===== src/rtl/cpu_types_pkg.sv =====
// Shared pipeline types for the memory stage.
// Word/register aliases, memory FSM states and a word-compare helper.
package cpu_types_pkg;
    typedef logic [31:0] word_t;
    typedef logic [4:0]  regbits_t;

    typedef enum logic [1:0] {
        IDLE,
        ACCESS,
        DONE
    } mem_state_t;

    // Links and snoops work on 32-bit words, so byte offset is ignored.
    function automatic logic word_eq(word_t a, word_t b);
        return a[31:2] == b[31:2];
    endfunction
endpackage


===== src/rtl/mem_access_if.sv =====
// Data-cache request/response bundle between the memory stage and dcache.
// master = memory stage, slave = cache side.
interface mem_access_if;
    import cpu_types_pkg::*;

    logic  dhit;
    word_t dmemload;
    logic  dmemREN;
    logic  dmemWEN;
    word_t dmemaddr;
    word_t dmemstore;

    modport master (
        input  dhit, dmemload,
        output dmemREN, dmemWEN, dmemaddr, dmemstore
    );

    modport slave (
        output dhit, dmemload,
        input  dmemREN, dmemWEN, dmemaddr, dmemstore
    );
endinterface


===== src/rtl/link_reg.sv =====
// LL/SC link register: set by a retiring LL, cleared by SC, aliasing SW
// or a matching snoop invalidate.
module link_reg
    import cpu_types_pkg::*;
#(
    parameter bit LINK_EN = 1'b1
) (
    input  logic  CLK,
    input  logic  nRST,
    input  logic  set_i,
    input  logic  clr_i,
    input  logic  sw_i,
    input  word_t addr_i,
    input  logic  snoop_inv_i,
    input  word_t snoop_addr_i,
    output logic  link_ok_o
);
    logic  valid_q, valid_d;
    word_t addr_q, addr_d;

    always_comb begin
        valid_d = valid_q;
        addr_d  = addr_q;
        if (clr_i)
            valid_d = 1'b0;
        if (sw_i && word_eq(addr_i, addr_q))
            valid_d = 1'b0;
        if (snoop_inv_i && word_eq(snoop_addr_i, addr_q))
            valid_d = 1'b0;
        // A retiring LL beats a same-cycle invalidate.
        if (set_i) begin
            valid_d = 1'b1;
            addr_d  = addr_i;
        end
        if (LINK_EN == 1'b0) begin
            valid_d = 1'b0;
            addr_d  = '0;
        end
    end

    always_ff @(posedge CLK or negedge nRST) begin
        if (!nRST) begin
            valid_q <= 1'b0;
            addr_q  <= '0;
        end else begin
            valid_q <= valid_d;
            addr_q  <= addr_d;
        end
    end

    assign link_ok_o = (LINK_EN == 1'b0) ||
                       (valid_q && word_eq(addr_i, addr_q));
endmodule


===== src/rtl/mem_access.sv =====
// Memory stage: turns EX/MEM loads/stores into held dcache requests,
// stalls upstream while outstanding and registers MEM/WB writeback.
module mem_access
    import cpu_types_pkg::*;
#(
    parameter bit LINK_EN = 1'b1
) (
    input  logic     CLK,
    input  logic     nRST,
    input  logic     valid_i,
    input  logic     memren_i,
    input  logic     memwen_i,
    input  logic     is_ll_i,
    input  logic     is_sc_i,
    input  word_t    addr_i,
    input  word_t    store_i,
    input  regbits_t dest_i,
    input  logic     regwen_i,
    input  logic     snoop_inv_i,
    input  word_t    snoop_addr_i,
    mem_access_if.master dc,
    output logic     stall_o,
    output logic     wb_valid_o,
    output logic     wb_wen_o,
    output regbits_t wb_dest_o,
    output word_t    wb_wdat_o
);
    mem_state_t state_q, state_d;
    logic       ren_q, ren_d, wen_q, wen_d;
    word_t      addr_q, addr_d, store_q, store_d;
    word_t      load_q, load_d;
    logic       wb_valid_q, wb_valid_d, wb_wen_q, wb_wen_d;
    regbits_t   wb_dest_q, wb_dest_d;
    word_t      wb_wdat_q, wb_wdat_d;
    logic       retire, done, link_ok;

    always_comb begin
        state_d    = state_q;
        ren_d      = ren_q;
        wen_d      = wen_q;
        addr_d     = addr_q;
        store_d    = store_q;
        load_d     = load_q;
        wb_valid_d = 1'b0;
        wb_wen_d   = 1'b0;
        wb_dest_d  = '0;
        wb_wdat_d  = '0;
        stall_o    = 1'b0;
        retire     = 1'b0;
        unique case (state_q)
            IDLE: begin
                if (valid_i) begin
                    if (is_sc_i && !link_ok) begin
                        retire    = 1'b1;
                        wb_wdat_d = '0;
                    end else if (memren_i || memwen_i) begin
                        stall_o = 1'b1;
                        ren_d   = memren_i;
                        wen_d   = memwen_i;
                        addr_d  = addr_i;
                        store_d = store_i;
                        state_d = ACCESS;
                    end else begin
                        retire    = 1'b1;
                        wb_wdat_d = addr_i;
                    end
                end
            end
            ACCESS: begin
                stall_o = 1'b1;
                if (dc.dhit) begin
                    ren_d   = 1'b0;
                    wen_d   = 1'b0;
                    load_d  = dc.dmemload;
                    state_d = DONE;
                end
            end
            DONE: begin
                retire  = 1'b1;
                state_d = IDLE;
                if (is_sc_i)
                    wb_wdat_d = 32'd1;
                else if (memren_i)
                    wb_wdat_d = load_q;
            end
            default: state_d = IDLE;
        endcase
        if (retire) begin
            wb_valid_d = 1'b1;
            wb_wen_d   = regwen_i;
            wb_dest_d  = dest_i;
        end
        if (state_q == DONE && memwen_i && !is_sc_i)
            wb_wen_d = 1'b0;
    end

    always_ff @(posedge CLK or negedge nRST) begin
        if (!nRST) begin
            state_q    <= IDLE;
            ren_q      <= 1'b0;
            wen_q      <= 1'b0;
            addr_q     <= '0;
            store_q    <= '0;
            load_q     <= '0;
            wb_valid_q <= 1'b0;
            wb_wen_q   <= 1'b0;
            wb_dest_q  <= '0;
            wb_wdat_q  <= '0;
        end else begin
            state_q    <= state_d;
            ren_q      <= ren_d;
            wen_q      <= wen_d;
            addr_q     <= addr_d;
            store_q    <= store_d;
            load_q     <= load_d;
            wb_valid_q <= wb_valid_d;
            wb_wen_q   <= wb_wen_d;
            wb_dest_q  <= wb_dest_d;
            wb_wdat_q  <= wb_wdat_d;
        end
    end

    assign done = (state_q == DONE);

    link_reg #(.LINK_EN(LINK_EN)) u_link (
        .CLK          (CLK),
        .nRST         (nRST),
        .set_i        (done && is_ll_i),
        .clr_i        (retire && is_sc_i),
        .sw_i         (done && memwen_i && !is_sc_i),
        .addr_i       (addr_i),
        .snoop_inv_i  (snoop_inv_i),
        .snoop_addr_i (snoop_addr_i),
        .link_ok_o    (link_ok)
    );

    assign dc.dmemREN   = ren_q;
    assign dc.dmemWEN   = wen_q;
    assign dc.dmemaddr  = addr_q;
    assign dc.dmemstore = store_q;
    assign wb_valid_o   = wb_valid_q;
    assign wb_wen_o     = wb_wen_q;
    assign wb_dest_o    = wb_dest_q;
    assign wb_wdat_o    = wb_wdat_q;
endmodule


===== src/flat_wrapper.sv =====
// flat-port wrapper written by rule: the top's interface ports become plain ports
module mem_access_flat import cpu_types_pkg::*;
#(
    parameter bit LINK_EN = 1'b1
)
  (CLK, nRST, valid_i, memren_i, memwen_i, is_ll_i, is_sc_i, addr_i, store_i, dest_i, regwen_i, snoop_inv_i, snoop_addr_i, stall_o, wb_valid_o, wb_wen_o, wb_dest_o, wb_wdat_o, dc_dhit, dc_dmemload, dc_dmemREN, dc_dmemWEN, dc_dmemaddr, dc_dmemstore);
  mem_access_if dc_i ();
  input  logic CLK;
  input  logic nRST;
  input  logic valid_i;
  input  logic memren_i;
  input  logic memwen_i;
  input  logic is_ll_i;
  input  logic is_sc_i;
  input  word_t addr_i;
  input  word_t store_i;
  input  regbits_t dest_i;
  input  logic regwen_i;
  input  logic snoop_inv_i;
  input  word_t snoop_addr_i;
  output logic stall_o;
  output logic wb_valid_o;
  output logic wb_wen_o;
  output regbits_t wb_dest_o;
  output word_t wb_wdat_o;
  input wire logic [$bits(dc_i.dhit)-1:0] dc_dhit;
  input wire logic [$bits(dc_i.dmemload)-1:0] dc_dmemload;
  output wire logic [$bits(dc_i.dmemREN)-1:0] dc_dmemREN;
  output wire logic [$bits(dc_i.dmemWEN)-1:0] dc_dmemWEN;
  output wire logic [$bits(dc_i.dmemaddr)-1:0] dc_dmemaddr;
  output wire logic [$bits(dc_i.dmemstore)-1:0] dc_dmemstore;
  assign dc_i.dhit = dc_dhit;
  assign dc_i.dmemload = dc_dmemload;
  assign dc_dmemREN = dc_i.dmemREN;
  assign dc_dmemWEN = dc_i.dmemWEN;
  assign dc_dmemaddr = dc_i.dmemaddr;
  assign dc_dmemstore = dc_i.dmemstore;
  mem_access #(.LINK_EN(LINK_EN)) u_core (.CLK(CLK), .nRST(nRST), .valid_i(valid_i), .memren_i(memren_i), .memwen_i(memwen_i), .is_ll_i(is_ll_i), .is_sc_i(is_sc_i), .addr_i(addr_i), .store_i(store_i), .dest_i(dest_i), .regwen_i(regwen_i), .snoop_inv_i(snoop_inv_i), .snoop_addr_i(snoop_addr_i), .dc(dc_i), .stall_o(stall_o), .wb_valid_o(wb_valid_o), .wb_wen_o(wb_wen_o), .wb_dest_o(wb_dest_o), .wb_wdat_o(wb_wdat_o));
endmodule

===== config.mk =====
export PLATFORM = sky130hd
export DESIGN_NAME = mem_access_flat
export DESIGN_NICKNAME = d
export VERILOG_FILES = /design/src/rtl/cpu_types_pkg.sv /design/src/rtl/mem_access_if.sv /design/src/rtl/link_reg.sv /design/src/rtl/mem_access.sv /design/src/flat_wrapper.sv
export SDC_FILE = /design/constraint.sdc
export NUM_CORES = 1
export LEC_CHECK = 0
export ABC_AREA = 1
export CAP_MARGIN = 20
export CORE_ASPECT_RATIO = 1.2
export CORE_MARGIN = 1.5
export CORE_UTILIZATION = 49
export DETAILED_ROUTE_END_ITERATION = 8
export PLACE_DENSITY = 0.84
export SLEW_MARGIN = 20
export SYNTH_ARGS = -nofsm -noshare
export SYNTH_HDL_FRONTEND = slang
export SYNTH_SLANG_ARGS = --single-unit

===== constraint.sdc =====
create_clock -name CLK -period 4.7 [get_ports CLK]
set_input_delay 0.94 -clock CLK [delete_from_list [all_inputs] [get_ports CLK]]
set_output_delay 0.94 -clock CLK [all_outputs]
set_load 0.02 [all_outputs]

### Word-level counts from Yosys, hierarchy flattened

Cells that the tools add are included.

| operators by class | value |
|---|---|
| equal/unequal tests | 8 |
| multiplexer cells | 36 |
| bitwise logic cells | 1 |
| reduce and logical (&&, ||, !) cells | 18 |

Operators by type and width:

| operator | number |
|---|---|
| 32-bit two-way mux | 5 |
| 32-bit one-hot mux with 2 select lines | 1 |
| 30-bit equality test | 2 |
| 1-bit two-way mux | 20 |
| 1-bit logical AND | 8 |
| 2-bit two-way mux | 4 |
| 1-bit one-hot mux with 2 select lines | 4 |
| 4-bit AND reduction | 2 |
| 2-bit != test (second input constant) | 3 |
| 5-bit two-way mux | 1 |
| 5-bit AND reduction | 1 |
| 2-bit one-hot mux with 2 select lines | 1 |
| 4-bit nonzero test | 1 |
| 2-bit by 1-bit equality test with 1-bit output (second input constant) | 1 |
| 2-bit equality test (second input constant) | 1 |
| 1-bit logical NOT | 2 |
| 2-bit logical NOT | 1 |
| 2-bit by 1-bit != test with 1-bit output (second input constant) | 1 |
| 2-bit AND reduction | 1 |
| 2-bit nonzero test | 1 |
| 1-bit logical OR | 1 |
| 1-bit inverter | 1 |

| storage, ports and cells | value |
|---|---|
| output and inout bits | 106 |
| register bits | 172 |
| input port bits | 143 |
| word-level logic and storage cells | 75 |

### Depth between registers and ports, before layout

Gate-level depths: netlist of run 1.

| logic depth | value |
|---|---|
| word-level depth | 12 |
| depth in mapped cells | 16 |
| gate-level depth less buffers | 15 |

### Cells and area by module

Synthesis of run 1 repeated with hierarchy kept, for this count alone.

| second synthesis, totals | value |
|---|---|
| cell total of the unflattened synthesis | 873 |
| area, all modules | 7398.3 um^2 |

Modules (own cells, without submodules):

| module | cells each | times used | seq. area each (um^2) | area each (um^2) |
|---|---|---|---|---|
| mem_access | 540 | 1 | 3478.3 | 5267.6 |
| link_reg | 333 | 1 | 775.7 | 2130.8 |

### Worst setup path after synthesis of run 1

No wires, ideal clock.

| path | value |
|---|---|
| path kind | in2out |
| from | input addr_i[9] |
| to | output stall_o |
| data arrival time | 2273 ps |
| data required time | 3760 ps |
| stages | 15 |
| path slack | 1487 ps |
| buffers on the path | 2 |
| cell sequence | inv_1 > nand2_1 > nand2_1 > nand2_1 > nor2_1 > nand2_1 > nor2_1 > nand3_1 > nand2_1 > nand2_1 > inv_2 > nand3_4 > buf_6 > buf_2 > nand2_1 |

| between the ends | value |
|---|---|
| word-level cells in the longest chain between the ends | 7 |

RTL lines:

| item | line | source |
|---|---|---|
| start, declared | flat_wrapper.sv:15 | `input word_t addr_i;` |
| 30-bit equality test | cpu_types_pkg.sv:15 | `return a[31:2] == b[31:2];` |
| 1-bit logical AND | link_reg.sv:52 | `(valid_q && word_eq(addr_i, addr_q));` |
| 1-bit logical NOT | mem_access.sv:53 | `if (is_sc_i && !link_ok) begin` |
| 1-bit logical AND | mem_access.sv:53 |  |
| 1-bit two-way mux | mem_access.sv:53 |  |
| 1-bit two-way mux | mem_access.sv:52 | `if (valid_i) begin` |
| 1-bit one-hot mux with 2 select lines | mem_access.sv:50 | `unique case (state_q)` |
| end, declared | flat_wrapper.sv:21 | `output logic stall_o;` |

Every way passes these cells.

### Worst setup path in the final report of run 1

| path | value |
|---|---|
| from | input addr_i[2] |
| to | output stall_o |

The elaborated chain is that of the path after synthesis.

==> results of run 1 <==
[worst paths after layout]
| check | endpoint | slack (ps) |
|---|---|---|
| setup / recovery | stall_o | 410 |
| hold / removal | u_core.load_q[15]$_DFFE_PN0P_ | 470 |
| setup reg to reg | u_core.dc.dmemstore[16]$_DFFE_PN0P_ | 1710 |
| hold reg to reg | u_core.load_q[15]$_DFFE_PN0P_ | 470 |
| max in group asynchronous | u_core.load_q[21]$_DFFE_PN0P_ | 3150 |
| min in group asynchronous | u_core.wb_wdat_o[13]$_DFF_PN0_ | 600 |
[registers in the layout (all words and copies together), names as in the netlist, 2 cells and up]
signal / flops
u_core.dc.dmemaddr: 32
u_core.wb_dest_o: 5
u_core.wb_wdat_o: 32
u_core.u_link.addr_q: 30
u_core.state_q: 2
u_core.load_q: 32
u_core.dc.dmemstore: 32
[cell usage after synthesis (all sizes together)]
library cell / count
nor4: 1
o2111ai: 2
nand3: 38
clkbuf: 25
xnor2: 24
o21ai: 94
or2: 2
mux2: 1
xor2: 7
nor3: 6
dfrtp: 170
nor2: 29
a21oi: 1
nand2: 378
o22ai: 6
a22o: 1
buf: 12
inv: 70
nand4: 4
[critical path, delay by kind of cell]
kind,cells,cell delay (ps)
buffers and inverters,3,1280
xor gates and xnor gates,1,140
and+or+nand+nor,9,990
[report_power, final]
group	total, uW	internal, uW	switching [uW]	leakage [uW]
logic	1400	655	743	0.00256
clock network	1500	924	575	0.000316
registers	2080	1820	261	0.00218
total	4980	3400	1580	0.00505
[layer usage]
| layer | vias up | GRT usage | share of wire | wire length, um |
|---|---|---|---|---|
| li1 | 3178 | - | - | - |
| met1 | 3095 | 0.336 | 0.39 | 8390 |
| met2 | 244 | 0.486 | 0.52 | 11100 |
| met3 | 46 | 0.0647 | 0.057 | 1230 |
| met4 | 0 | 0.115 | 0.030 | 651 |
| met5 | - | 0 | 0 | 0 |
[final cells by class]
class / instances / area (um2) / share of cell area
tap: 200 / 250 / 0.0237
timing repair buffer: 252 / 2520 / 0.238
multi-input combinational: 594 / 2640 / 0.250
sequential: 170 / 4250 / 0.402
inverter: 70 / 263 / 0.0248
clock buffer: 23 / 508 / 0.0480
clock inverter: 9 / 134 / 0.0127
[cell families (layout without fill, tap and decap cells)]
group / Yosys count / after routing / share of synthesized area
AND/OR/NAND/NOR: 458 / 458 / 0.246
flip-flops: 170 / 170 / 0.581
buffers and inverters: 107 / 354 / 0.0605
AO/OA/AOI/OAI: 104 / 104 / 0.0736
XOR/XNOR: 31 / 31 / 0.0371
multiplexers: 1 / 1 / 0.00154
[stage by stage]
step	cells	util	setup WS, ps	hold WS, ps
floorplan	871	-	1490	442
global placement	1286	0.686	531	453
detailed placement	1286	0.686	490	458
CTS	1318	0.730	422	473
global route	1318	0.731	267	493
finish	1318	0.731	407	469
==> summary.txt, run 1 <==
Run status
  • Status: finished clean

Global route
  • Tot GR Track Use: 0.280
  • Largest net degree at the start of global routing: 100
  • Total grt overflow: 0
  • Vias in the first global route: 6,348
  • Initial antenna violation count: 0
  • First-pass GRT wire length: 33.2 mm

Detailed routing
  • Detailed Route Iter0 Violations: 478
  • DRC: 0
  • 1st-pass router iterations: 5
  • Final ANT Viol Nets: 0
  • Vias per cell: 4.98
  • WL/cell: 16.2 um
  • Vias: 6,563
  • Final wirelength: 21.4 mm

STA
  • Tmin final: 4290 ps
  • Setup TNS: 0 ps
  • Worst slew pin tran: 1010 ps
  • Pins over their slew limit: 0
  • Final Setup Violations: 0
  • Achievable frequency: 233 MHz
  • Clock skew: 8.53 ps
  • RSZ-0062 raised after global routing: no
  • Period utilization: 0.914
  • Rel. slew slack: 0.329
  • Hold Violations, Final: 0

Clocking
  • Longest Clk Path Bufs: 2
  • PostCTS Resize Cnt: 0
  • CTS tree: done
  • CTS root buf: clkbuf_16
  • Hold_buf cts: 0
  • Post-CTS Setup Repair Bufs: 0
  • CTS Buf Count: 17
  • Num Clock Sinks: 170
  • Clk_lat worst skew: 430 ps
  • # H-tree levels: 4
  • Reg clk slew, reported paths: 60 ps

Synthesis
  • Yosys top cell by area: dfrtp_1
  • Syn Area/Cell: 8.41 um2
  • Mapped cell area: 0.00732 mm2
  • Unique masters post-synth: 24
  • Post-synthesis cell count: 871
  • Yosys top cell area share: 0.581
  • Post-synthesis sequential area ratio: 0.581
  • Flop and latch count out of synthesis: 170
  • Top cells by area, synth: dfrtp_1 58%, nand2_1 19%, o21ai_0 5.1%, inv_1 3.3%, xnor2_1 2.9%
  • Synth warn: 0
  • Net Count, Synth: 1,014

Final layout
  • Final net count: 1,248
  • Ant diodes: 0
  • Most frequent cells in the layout: 376 x nand2_1, 245 x clkdlybuf4s50_1, 170 x dfrtp_1
  • FILL cells: 1,082
  • Final design instance area without fill: 0.0106 mm2
  • Commonest non-fill, non-tap cell in the layout: nand2_1
  • Synthesis-to-finish area growth: 44.4%
  • Layout cells sized above 1: 0.0483

Floorplan
  • # IOs: 249
  • Core ar.: 0.0145 mm2
  • Die ar.: 0.0157 mm2
  • Chip width: 115 um
  • FP Rows: 48
  • Vert. Die Dim: 137 um
  • Initial Utilization: 0.506

Setup path
  • Worst Reg-to-Reg Cells: 14
  • WP data required: 3760 ps
  • Setup crit start: addr_i[2]
  • Worst path most repeated cell: nand2_1
  • Slowest stage cell, crit path: clkdlybuf4s50_1
  • Arrival time at the worst endpoint: 3350 ps
  • Startpoint Class: input pin
  • Critical path, cell by cell: clkdlybuf4s50_1, xnor2_1, nand2_1, nor2_1, nand2_1, nor2_1, nand3_1, nand2_1, nand2_1, inv_2, nand3_4, nand2_1, clkdlybuf4s50_1
  • WS Path Type: input pin to output pin
  • Crit-path max FO: 4
  • RR Startpoint: u_core.u_link.addr_q[2]$_DFFE_PN0P_
  • Largest stage delay, worst path: 650 ps
  • Critical Path Sink Type: output pin

Power
  • Leak: 0.00505 uW
  • Tot Pwr: 4980 uW
  • PwrDens: 471 mW/mm2
  • Worst-case vdd ir drop: 0.271 mV

Flow run
  • Max cap viols: 0

Worst hold path
  • Hold depth: 2
  • HP Class: flip-flop to flip-flop
  • HP Start: u_core.load_q[15]$_DFFE_PN0P_

Place
  • Routability cong.: 0.844
  • Port buffer count: 246
  • Dpl cell area: 0.00993 mm2
  • Final HPWL DP: 14.7 mm
No activity file was read; power rests on OpenSTA's default activity.
==> run 2, diff against run 1 <==
REMOVE_ABC_BUFFERS = 1   (was unset)
==> run 2 against run 1 <==
Compared with the run above: cell count about the same; total power decreased by 1.1%; utilization shrank 0.14 points; clock-buffer cell count decreased by 5; cell area shrank 0.19%; sequential power is essentially flat; clock skew about the same; flip-flop and latch count unchanged; non-clock buffer count is the same; combinational power hardly changed.
==> summary.txt, run 2 (same netlist as run 1, synthesis figures left out) <==
Floorplan
  • FP Rows: 48
  • # IOs: 249
  • Chip width: 115 um
  • Vert. Die Dim: 137 um
  • Initial Utilization: 0.506
  • Die ar.: 0.0157 mm2
  • Core ar.: 0.0145 mm2

Global route
  • Largest net degree at the start of global routing: 112
  • Total grt overflow: 0
  • Initial antenna violation count: 1
  • Tot GR Track Use: 0.288
  • Vias in the first global route: 6,801
  • First-pass GRT wire length: 34.1 mm

Setup path
  • Crit-path max FO: 3
  • WP data required: 3760 ps
  • Startpoint Class: input pin
  • Arrival time at the worst endpoint: 3280 ps
  • WS Path Type: input pin to output pin
  • Critical Path Sink Type: output pin

STA
  • Pins over their slew limit: 0
  • RSZ-0062 raised after global routing: no
  • Tmin final: 4220 ps
  • Period utilization: 0.897
  • Achievable frequency: 237 MHz
  • Final Setup Violations: 0
  • Hold Violations, Final: 0
  • Setup TNS: 0 ps
  • Rel. slew slack: 0.314
  • Clock skew: 8.48 ps
  • Worst slew pin tran: 1020 ps

Worst hold path
  • HP Class: input pin to asynchronous set/reset pin

Final layout
  • Storage cell area: 0.00425 mm2
  • Layout Cells excl Fill: 1,317
  • Layout cells sized above 1: 0.0466
  • Ant diodes: 0
  • Commonest non-fill, non-tap cell in the layout: nand2_1
  • Multi-input logic area: 0.00265 mm2
  • Final net count: 1,248
  • FILL cells: 1,028
  • Synthesis-to-finish area growth: 44.1%
  • Most frequent cells in the layout: 376 x nand2_1, 245 x clkdlybuf4s50_1, 170 x dfrtp_1

Clocking
  • Hold_buf cts: 0
  • CTS Buf Count: 17
  • Clk_lat worst skew: 430 ps
  • PostCTS Resize Cnt: 0
  • Post-CTS Setup Repair Bufs: 0
  • CTS root buf: clkbuf_16
  • Reg clk slew, reported paths: 60 ps
  • Longest Clk Path Bufs: 2
  • CTS tree: done
  • Num Clock Sinks: 170
  • # H-tree levels: 4

Place
  • Inst Count DP: 1,285
  • Port buffer count: 246
  • Routability cong.: 0.873
  • Final HPWL DP: 14.6 mm

Detailed routing
  • 1st-pass router iterations: 5
  • Vias per cell: 5.14
  • Final ANT Viol Nets: 0
  • Vias: 6,768
  • WL/cell: 16.6 um
  • Detailed Route Iter0 Violations: 720
  • Final wirelength: 21.9 mm
  • DRC: 0

Power
  • Sequential Power Share: 0.426
  • Total internal power: 3320 uW
  • Clk pwr share: 0.286
  • Worst-case vdd ir drop: 0.279 mV
  • Logic pwr share: 0.288
  • PwrDens: 467 mW/mm2
  • Leak: 0.00504 uW
  • Switching share of power: 0.326
  • Psw: 1600 uW

Run status
  • Status: finished clean

Flow run
  • Max cap viols: 0
run 2: changes by cell type in the layout (fill, tap and decap cells not counted), sizes merged:
cell	delta
inv	-1
clkbuf	-5
clkinv	+4
clkinvlp	+1
run 2: layout make-up:
| type | instances | share of cell area |
|---|---|---|
| Tap cell | 200 | 0.0237 |
| Timing Repair Buffer | 252 | 0.241 |
| Multi-Input combinational cell | 594 | 0.251 |
| Clock buffer | 18 | 0.0416 |
| Inverter | 70 | 0.0249 |
| Sequential cell | 170 | 0.403 |
| Clock inverter | 13 | 0.0145 |
run 2: stage by stage:
step	util	total power, uW	setup WS [ps]	instance area (um2)	hold WS [ps]
global placement	0.686	3450	498	9930	453
floorplan	-	2800	816	7140	442
global route	0.729	5190	208	10600	370
CTS	0.727	4940	473	10500	474
detailed placement	0.686	3520	498	9930	458
finish	0.729	4930	484	10600	372
run 2: routing by layer:
layer,GRT usage,up-vias,part of all wire
met5,0,-,0.00055
met1,0.343,3193,0.37
li1,-,3176,-
met4,0.149,2,0.039
met3,0.0886,67,0.088
met2,0.471,330,0.50
run 2: final timing paths:
path,start,end,slack (ps),cells past startpoint
setup / recovery,addr_i[31],stall_o,480,14
hold / removal,nRST,u_core.dc.dmemaddr[3]$_DFFE_PN0P_,370,1
setup reg to reg,u_core.state_q[0]$_DFFE_PN0P_,u_core.u_link.addr_q[4]$_DFFE_PN0P_,1960,3
hold reg to reg,u_core.load_q[14]$_DFFE_PN0P_,u_core.load_q[14]$_DFFE_PN0P_,470,2
max in group asynchronous,nRST,u_core.u_link.addr_q[14]$_DFFE_PN0P_,3610,2
min in group CLK,u_core.load_q[14]$_DFFE_PN0P_,u_core.load_q[14]$_DFFE_PN0P_,470,2
run 2: power by group through the flow:
stage	clock [uW]	sequential [uW]	combinational, uW
4_1_cts	1430	2090	1420
3_5_place_dp	0	2110	1410
5_1_grt	1500	2140	1560
6_report	1410	2100	1420
3_3_place_gp	0	2090	1360
2_1_floorplan	0	2240	552
run 2: worst max-delay path, cell delays in order:
cell,delay (ps)
clkdlybuf4s50_1,520
inv_2,60
nand2_1,50
nand2_1,60
nor2_1,160
nand3_1,100
nor2_1,210
nand3_1,140
nand2_1,100
nand2_1,70
inv_2,70
nand3_4,70
nand2_1,80
clkdlybuf4s50_1,650
==> run 3, diff against run 2 <==
CTS_CLUSTER_DIAMETER = 50   (was unset)
==> results of run 3 <==
No change in the layout: final DEF, timing and power equal those of run 2.
